File: src/rtl/posit_mult_pipe.sv
// -----------------------------------------------------------------------------
// posit_mult_pipe
//   Four-stage pipelined posit<N,ES> multiplier with a valid/ready handshake,
//   a global stall enable and an opaque sideband tag that travels with each
//   operation.
//
//   Stage 1: special-case detect, absolute value, regime/exponent/fraction decode
//   Stage 2: hidden-bit mantissa multiply
//   Stage 3: normalise, combine scales, split into regime k and {e, fraction}
//   Stage 4: regime shift-in, saturation, optional rounding, sign, output regs
//
//   Optional feature macro: POSIT_MULT_ROUND_EN
//     defined   : round-to-nearest-even on the unsigned encoding in stage 4
//     undefined : truncation of bits shifted past the LSB
//
// Ports
//   aclk, aresetn        clock, asynchronous active-low reset
//   in_valid / in_ready  operand handshake (in_ready = global advance enable)
//   in_a, in_b, in_tag   posit operands and sideband tag
//   out_valid/out_ready  result handshake
//   out_result, out_tag  posit product and its tag
//   out_nar, out_zero    result is NaR / result is zero
// -----------------------------------------------------------------------------
module posit_mult_pipe #(
    parameter int N     = 16,
    parameter int ES    = 3,
    parameter int TAG_W = 8
) (
    input  logic             aclk,
    input  logic             aresetn,
    input  logic             in_valid,
    output logic             in_ready,
    input  logic [N-1:0]     in_a,
    input  logic [N-1:0]     in_b,
    input  logic [TAG_W-1:0] in_tag,
    output logic             out_valid,
    input  logic             out_ready,
    output logic [N-1:0]     out_result,
    output logic [TAG_W-1:0] out_tag,
    output logic             out_nar,
    output logic             out_zero
);

    localparam int MW = N - ES + 1;             // hidden bit + fraction (+pad)
    localparam int PW = 2 * MW;                 // raw product width
    localparam int FW = PW - 1;                 // normalised fraction width
    localparam int LW = ES + FW;                // {exponent, fraction} field
    localparam int VW = LW + 2;                 // with two seed regime bits
    localparam int SW = ES + $clog2(N) + 3;     // signed scale width

    localparam logic [N-1:0]          NAR    = {1'b1, {(N-1){1'b0}}};
    localparam logic [N-1:0]          ZERO   = {N{1'b0}};
    localparam logic [N-2:0]          MAXPOS = {(N-1){1'b1}};
    localparam logic [N-2:0]          MINPOS = {{(N-2){1'b0}}, 1'b1};
    localparam logic signed [SW-1:0]  K_MAX  = SW'(N - 2);
    localparam logic signed [SW-1:0]  K_MIN  = -K_MAX;

    // Length of the leading run of bits equal to the MSB.
    function automatic int run_len(input logic [N-2:0] r);
        int   cnt;
        logic done;
        cnt  = 0;
        done = 1'b0;
        for (int i = N - 2; i >= 0; i--) begin
            if (!done && (r[i] == r[N-2])) begin
                cnt = cnt + 32'sd1;
            end else begin
                done = 1'b1;
            end
        end
        return cnt;
    endfunction

    // Decode a posit into {scale, mantissa}; scale = k*2^ES + e, mantissa is
    // 1.fraction left-aligned. Low bits of the negation depend only on the low
    // bits of the operand, so the sign bit never needs to be carried.
    function automatic logic [SW+MW-1:0] decode(input logic [N-1:0] p);
        logic [N-2:0] rem;
        logic [N-2:0] sh;
        logic [N-2:0] frac_al;
        logic [SW-1:0] k;
        logic [SW-1:0] e;
        logic [SW-1:0] scale;
        logic [MW-1:0] mant;
        int m;
        rem     = p[N-1] ? -p[N-2:0] : p[N-2:0];
        m       = run_len(rem);
        sh      = rem << (m + 32'sd1);          // drop regime and terminator
        k       = rem[N-2] ? SW'(m - 32'sd1) : SW'(-m);
        e       = SW'(sh >> (N - 1 - ES));
        frac_al = sh << ES;
        mant    = MW'({1'b1, frac_al, 1'b0} >> ES);
        scale   = (k << ES) + e;
        return {scale, mant};
    endfunction

    // ------------------------------------------------------------------ control
    logic adv_s;
    logic accept_s;

    assign adv_s    = out_ready | ~out_valid;
    assign accept_s = in_valid & adv_s;
    assign in_ready = adv_s;

    // ------------------------------------------------------------------ stage 1
    logic [SW+MW-1:0] dec_a_s;
    logic [SW+MW-1:0] dec_b_s;
    logic             nar_in_s;
    logic             zero_in_s;

    // Operand decode and special-case detection.
    always_comb begin
        dec_a_s   = decode(in_a);
        dec_b_s   = decode(in_b);
        nar_in_s  = (in_a == NAR) | (in_b == NAR);
        zero_in_s = (in_a == ZERO) | (in_b == ZERO);
    end

    logic             s1_valid_r, s1_nar_r, s1_zero_r, s1_sign_r;
    logic [SW-1:0]    s1_scale_a_r, s1_scale_b_r;
    logic [MW-1:0]    s1_mant_a_r, s1_mant_b_r;
    logic [TAG_W-1:0] s1_tag_r;

    // Stage 1 register: decoded operands, flags, sign and tag.
    always_ff @(posedge aclk or negedge aresetn) begin
        if (!aresetn) begin
            s1_valid_r   <= 1'b0;
            s1_nar_r     <= 1'b0;
            s1_zero_r    <= 1'b0;
            s1_sign_r    <= 1'b0;
            s1_scale_a_r <= {SW{1'b0}};
            s1_scale_b_r <= {SW{1'b0}};
            s1_mant_a_r  <= {MW{1'b0}};
            s1_mant_b_r  <= {MW{1'b0}};
            s1_tag_r     <= {TAG_W{1'b0}};
        end else if (adv_s) begin
            s1_valid_r   <= accept_s;
            s1_nar_r     <= nar_in_s;
            s1_zero_r    <= zero_in_s;
            s1_sign_r    <= in_a[N-1] ^ in_b[N-1];
            s1_scale_a_r <= dec_a_s[SW+MW-1:MW];
            s1_scale_b_r <= dec_b_s[SW+MW-1:MW];
            s1_mant_a_r  <= dec_a_s[MW-1:0];
            s1_mant_b_r  <= dec_b_s[MW-1:0];
            s1_tag_r     <= in_tag;
        end
    end

    // ------------------------------------------------------------------ stage 2
    logic             s2_valid_r, s2_nar_r, s2_zero_r, s2_sign_r;
    logic [SW-1:0]    s2_scale_r;
    logic [PW-1:0]    s2_prod_r;
    logic [TAG_W-1:0] s2_tag_r;

    // Stage 2 register: mantissa product and summed scale.
    always_ff @(posedge aclk or negedge aresetn) begin
        if (!aresetn) begin
            s2_valid_r <= 1'b0;
            s2_nar_r   <= 1'b0;
            s2_zero_r  <= 1'b0;
            s2_sign_r  <= 1'b0;
            s2_scale_r <= {SW{1'b0}};
            s2_prod_r  <= {PW{1'b0}};
            s2_tag_r   <= {TAG_W{1'b0}};
        end else if (adv_s) begin
            s2_valid_r <= s1_valid_r;
            s2_nar_r   <= s1_nar_r;
            s2_zero_r  <= s1_zero_r;
            s2_sign_r  <= s1_sign_r;
            s2_scale_r <= s1_scale_a_r + s1_scale_b_r;
            s2_prod_r  <= PW'(s1_mant_a_r) * PW'(s1_mant_b_r);
            s2_tag_r   <= s1_tag_r;
        end
    end

    // ------------------------------------------------------------------ stage 3
    logic                 ovf_s;
    logic [FW-1:0]        frac_s;
    logic signed [SW-1:0] scale_s;
    logic signed [SW-1:0] k_s;
    logic [LW-1:0]        lo_s;

    // Normalise the product into [1,2) and split the scale into k and e.
    always_comb begin
        ovf_s   = s2_prod_r[PW-1];
        frac_s  = ovf_s ? s2_prod_r[PW-2:0] : {s2_prod_r[PW-3:0], 1'b0};
        scale_s = s2_scale_r + {{(SW-1){1'b0}}, ovf_s};
        k_s     = scale_s >>> ES;
        lo_s    = LW'({scale_s, frac_s});   // low ES bits of scale are e
    end

    logic                 s3_valid_r, s3_nar_r, s3_zero_r, s3_sign_r;
    logic signed [SW-1:0] s3_k_r;
    logic [LW-1:0]        s3_lo_r;
    logic [TAG_W-1:0]     s3_tag_r;

    // Stage 3 register: regime value and {exponent, fraction} field.
    always_ff @(posedge aclk or negedge aresetn) begin
        if (!aresetn) begin
            s3_valid_r <= 1'b0;
            s3_nar_r   <= 1'b0;
            s3_zero_r  <= 1'b0;
            s3_sign_r  <= 1'b0;
            s3_k_r     <= {SW{1'b0}};
            s3_lo_r    <= {LW{1'b0}};
            s3_tag_r   <= {TAG_W{1'b0}};
        end else if (adv_s) begin
            s3_valid_r <= s2_valid_r;
            s3_nar_r   <= s2_nar_r;
            s3_zero_r  <= s2_zero_r;
            s3_sign_r  <= s2_sign_r;
            s3_k_r     <= k_s;
            s3_lo_r    <= lo_s;
            s3_tag_r   <= s2_tag_r;
        end
    end

    // ------------------------------------------------------------------ stage 4
    logic [VW-1:0] v_s;
    logic [SW-1:0] shamt_s;
    logic [VW-1:0] vs_s;
    logic [N-2:0]  trunc_s;
    logic [N-2:0]  enc_s;
    logic [N-1:0]  mag_s;
    logic [N-1:0]  res_s;
`ifdef POSIT_MULT_ROUND_EN
    logic          guard_s, round_s, sticky_s, up_s;
`endif

    // Regime shift-in: seed "10" (k>=0) or "01" (k<0) and arithmetic-shift so
    // the seed MSB replicates into the regime run; ~k equals -k-1.
    always_comb begin
        v_s     = s3_k_r[SW-1] ? {2'b01, s3_lo_r} : {2'b10, s3_lo_r};
        shamt_s = s3_k_r[SW-1] ? ~s3_k_r : s3_k_r;
        vs_s    = $signed(v_s) >>> shamt_s;
        trunc_s = (N-1)'(vs_s >> (VW - N + 1));
`ifdef POSIT_MULT_ROUND_EN
        guard_s  = vs_s[VW-N];
        round_s  = vs_s[VW-N-1];
        sticky_s = |vs_s[VW-N-2:0];
        up_s     = guard_s & (trunc_s[0] | round_s | sticky_s) & (trunc_s != MAXPOS);
`endif
        if (s3_k_r > K_MAX) begin
            enc_s = MAXPOS;
        end else if (s3_k_r < K_MIN) begin
            enc_s = MINPOS;
        end else begin
`ifdef POSIT_MULT_ROUND_EN
            enc_s = trunc_s + {{(N-2){1'b0}}, up_s};
`else
            enc_s = trunc_s;
`endif
        end
        mag_s = {1'b0, enc_s};
        if (s3_nar_r) begin
            res_s = NAR;
        end else if (s3_zero_r) begin
            res_s = ZERO;
        end else if (s3_sign_r) begin
            res_s = -mag_s;
        end else begin
            res_s = mag_s;
        end
    end

    logic             out_valid_r, out_nar_r, out_zero_r;
    logic [N-1:0]     out_result_r;
    logic [TAG_W-1:0] out_tag_r;

    // Output register: holds the result stable while downstream stalls.
    always_ff @(posedge aclk or negedge aresetn) begin
        if (!aresetn) begin
            out_valid_r  <= 1'b0;
            out_nar_r    <= 1'b0;
            out_zero_r   <= 1'b0;
            out_result_r <= {N{1'b0}};
            out_tag_r    <= {TAG_W{1'b0}};
        end else if (adv_s) begin
            out_valid_r  <= s3_valid_r;
            out_nar_r    <= s3_nar_r;
            out_zero_r   <= s3_zero_r & ~s3_nar_r;
            out_result_r <= res_s;
            out_tag_r    <= s3_tag_r;
        end
    end

    assign out_valid  = out_valid_r;
    assign out_nar    = out_nar_r;
    assign out_zero   = out_zero_r;
    assign out_result = out_result_r;
    assign out_tag    = out_tag_r;

endmodule

File: config.mk
export PLATFORM = sky130hd
export DESIGN_NAME = posit_mult_pipe
export DESIGN_NICKNAME = d
export VERILOG_FILES = /design/src/rtl/posit_mult_pipe.sv
export SDC_FILE = /design/constraint.sdc
export NUM_CORES = 1
export LEC_CHECK = 0
export ABC_CLOCK_PERIOD_IN_PS = 7280
export CORE_MARGIN = 3
export CORE_UTILIZATION = 35
export CTS_CLUSTER_SIZE = 12
export DETAILED_ROUTE_END_ITERATION = 8
export PLACE_DENSITY = 0.55
export REMOVE_ABC_BUFFERS = 1
export SLEW_MARGIN = 20
export SYNTH_ARGS = -nofsm -noshare
export SYNTH_HDL_FRONTEND = slang
export SYNTH_SLANG_ARGS = --single-unit
File: constraint.sdc
create_clock -name aclk -period 7.28 [get_ports aclk]
set_clock_uncertainty 0.1 [all_clocks]
set_input_delay 0.728 -clock aclk [delete_from_list [all_inputs] [get_ports aclk]]
set_output_delay 0.728 -clock aclk [all_outputs]
set_load 0.05 [all_outputs]
==> run_results.csv <==
group,metric,value,unit
logic_synthesis,synthArstFlopShare,1.00,
logic_synthesis,synth_area_leader_cell,"dfrtp_1",
logic_synthesis,synth-seq-cells,150,
placed_design,placed_cell_area,0.0222,mm²
critical_path,cp.depth,43,
critical_path,worstPathRequired,7480,ps
critical_path,endpoint_kind,"flip-flop",
routing,totalWireLength,52.4,mm
sta,grt_setup_unrepaired,"yes",
status,status,"finished, violations left",
floorplanning,ios,72,
floorplanning,initial_utilization,0.358,
cells_and_area,drive_gt1_frac,0.272,
floorplanning,num_rows,83,
cells_and_area,mostFrequentLayoutCells,"nand2_1 (413), buf_4 (389), inv_1 (168)",
sta,fin_setup_tns,-56300,ps
routing,wl_per_cell,15.6,µm
floorplanning,core,0.0518,mm²
min_path,hold_class,"input port to asynchronous set/reset pin",
global_route,track_usage,0.185,
critical_path,cp.arrival,9150,ps
floorplanning,dieWidth,236,µm
cells_and_area,syn2layout_area_growth,33.6,%
routing,via_per_inst,5.20,
sta,hold_violations,0,
sta,min_period,8950,ps
critical_path,rr_worst_depth,25,
critical_path,crit_family,"adder cells",
routing,drc,0,
sta,finalCritPeriodShare,1.23,
power_and_ir_drop,p_per_area,503,mW/mm²
job,maxCapViolCount,0,
cts,cts_buffers,17,
critical_path,cpPeakStageDelay,580,ps
critical_path,worstSetupPathType,"input port to flip-flop",
sta,setup_viol,42,
routing,ant_nets,0,
cts,clk_pin_slew,70,ps
global_route,grt_pass1_wl,87.8,mm
floorplanning,die_y,236,µm
logic_synthesis,synth_edf_count,0,
logic_synthesis,syn-cell-area,0.0185,mm²
cts,root_buffer,"clkbuf_16",
power_and_ir_drop,p_leak,11.3,nW
cells_and_area,mostFrequentLayoutCell,"nand2_1",
cts,htree_levels,4,
status,violations,"negative setup slack",
logic_synthesis,synth_cell_types,118,
global_route,grt_pass1_vias,17600,
cts,cts_sinks,150,
sta,maxSlewHeadroom,0.307,
routing,vias,17400,
global_route,grt_max_degree,97,
logic_synthesis,synth.avg_cell_area,8.16,µm²
cells_and_area,final_nets,2933,
floorplanning,die_area,0.0558,mm²
logic_synthesis,synthCells,2272,
routing,drt-initial-drc-count,1034,
sta,slew_viol_final,0,
logic_synthesis,synth_top_area_frac,0.202,
power_and_ir_drop,ir_drop,0.521,mV
critical_path,cpMostUsedCell,"ha_4",
cells_and_area,n_antenna_cell,0,
logic_synthesis,yosys_most_used_dff,"dfrtp_1",
placed_design,hpwl,40.0,mm
cts,clock_path_buffers,2,
cts,cts_tree,"built",
logic_synthesis,ys_seq_area_frac,0.202,
sta,layout_setup_ws,-1670,ps
power_and_ir_drop,totalPowerFinal,12.5,mW
cts,ctsHoldBuffers,0,
routing,dr.pass1.iters,6,
sta,worst_hold_slack,224,ps
logic_synthesis,ys_warn_count,0,
critical_path,critPathMaxFanout,7,
sta,worst_pin_slew,1040,ps
sta,fmax,112,MHz
critical_path,crit_slowest_cell,"or4_4",
critical_path,crit_buf_inv,3,
logic_synthesis,ys_top_cells_by_area,"dfrtp_1 (20%), fa_1 (13%), nand2_1 (8.6%), ha_1 (7.3%), xnor2_1 (3.7%)",
critical_path,cp-start-kind,"input port",
placed_design,port_buffers,71,
global_route,grt_antenna_before_repair,0,
cells_and_area,stdcell_area,0.0248,mm²
global_route,globalRoute.totalOverflow,0,
cts,clk_latency,430,ps
placed_design,gp_congestion,0.883,
-- worst paths after layout --
check,from,end,slack (ps)
worst max register to register,s1_mant_b_r[4],s2_prod_r[27],670
max in group asynchronous,aresetn,s1_zero_r,5480
worst min-delay path,aresetn,out_result[12],220
worst min register to register,s3_valid_r,s3_valid_r,360
worst max-delay path,in_b[7],s1_scale_b_r[2],-1670
min in group aclk,s3_valid_r,s3_valid_r,360
-- layout make-up --
cell class / instances / area [µm²]
multi-input combinational: 1819 / 14900
inverter: 178 / 694
sequential: 150 / 3750
tap: 680 / 851
timing repair buffer: 494 / 4020
clock inverter: 13 / 153
fill: 4930 / 27000
clock buffer: 19 / 443
-- cells by family (layout without fill, tap and decap cells) --
logic type,Yosys count,after routing,share of synthesized area
flip-flops,150,150,0.202
adder cells (fa/ha/maj),229,229,0.203
AND/OR/NAND/NOR,904,904,0.233
buffers and inverters,303,704,0.0645
multiplexers,82,82,0.0524
AO/OA/AOI/OAI,472,472,0.175
XOR/XNOR,132,132,0.0698
-- through the flow --
stage / util / std cells / setup slack (ps)
after floorplan: - / 2147 / -3450
after global placement: 0.429 / 3249 / -2890
after detailed placement: 0.429 / 3249 / -3090
after CTS: 0.465 / 3332 / -1600
after global routing: 0.478 / 3353 / -2120
final: 0.478 / 3353 / -1670
-- what timing repair did --
action / 4_1_cts / 5_1_grt
pin swaps: 123 / 73
gates resized for setup: 272 / 101
setup endpoints to repair: 42 / 42
setup buffers: 55 / 23
-- cells in the mapped netlist, types with 11 or more instances --
library cell	instances
a21o_1	15
a21oi_1	103
a31oi_1	20
and2_1	83
and3_1	17
buf_2	17
clkbuf_1	93
dfrtp_1	150
fa_1	121
ha_1	108
inv_1	175
mux2i_1	61
mux4_2	11
nand2_1	423
nand2b_1	18
nand3_1	36
nand4_1	13
nor2_1	147
nor2b_1	19
nor3_1	45
nor4_1	12
o211ai_1	11
o21a_1	19
o21ai_0	117
o21ai_1	14
o22ai_1	11
o31ai_1	15
or3_1	14
or4_1	12
xnor2_1	79
xor2_1	41
-- report_power, final --
part           leakage [nW]  total (mW)  internal, mW  switching, mW
clock network         0.294       0.898         0.499          0.399
registers              1.81        1.80          1.29          0.503
logic                  9.20        9.76          4.46           5.31
-- metal layers --
| metal | vias to the layer above | global-route usage | wire length (µm) |
|---|---|---|---|
| met5 | - | 0 | 0 |
| met4 | 0 | 0.0438 | 883 |
| met3 | 59 | 0.0163 | 1220 |
| met2 | 283 | 0.323 | 26200 |
| met1 | 8507 | 0.248 | 24100 |
| li1 | 8576 | - | - |
-- flip-flops by register name, indices dropped and copies added (netlist names), 10 cells and up --
name / flops
out_result: 16
s1_mant_b_r: 13
s3_lo_r: 13
s1_mant_a_r: 12
s2_prod_r: 12
s1_scale_a_r: 10
s1_scale_b_r: 10
s2_scale_r: 10
Note: power is estimated with default switching activity, not from simulation.
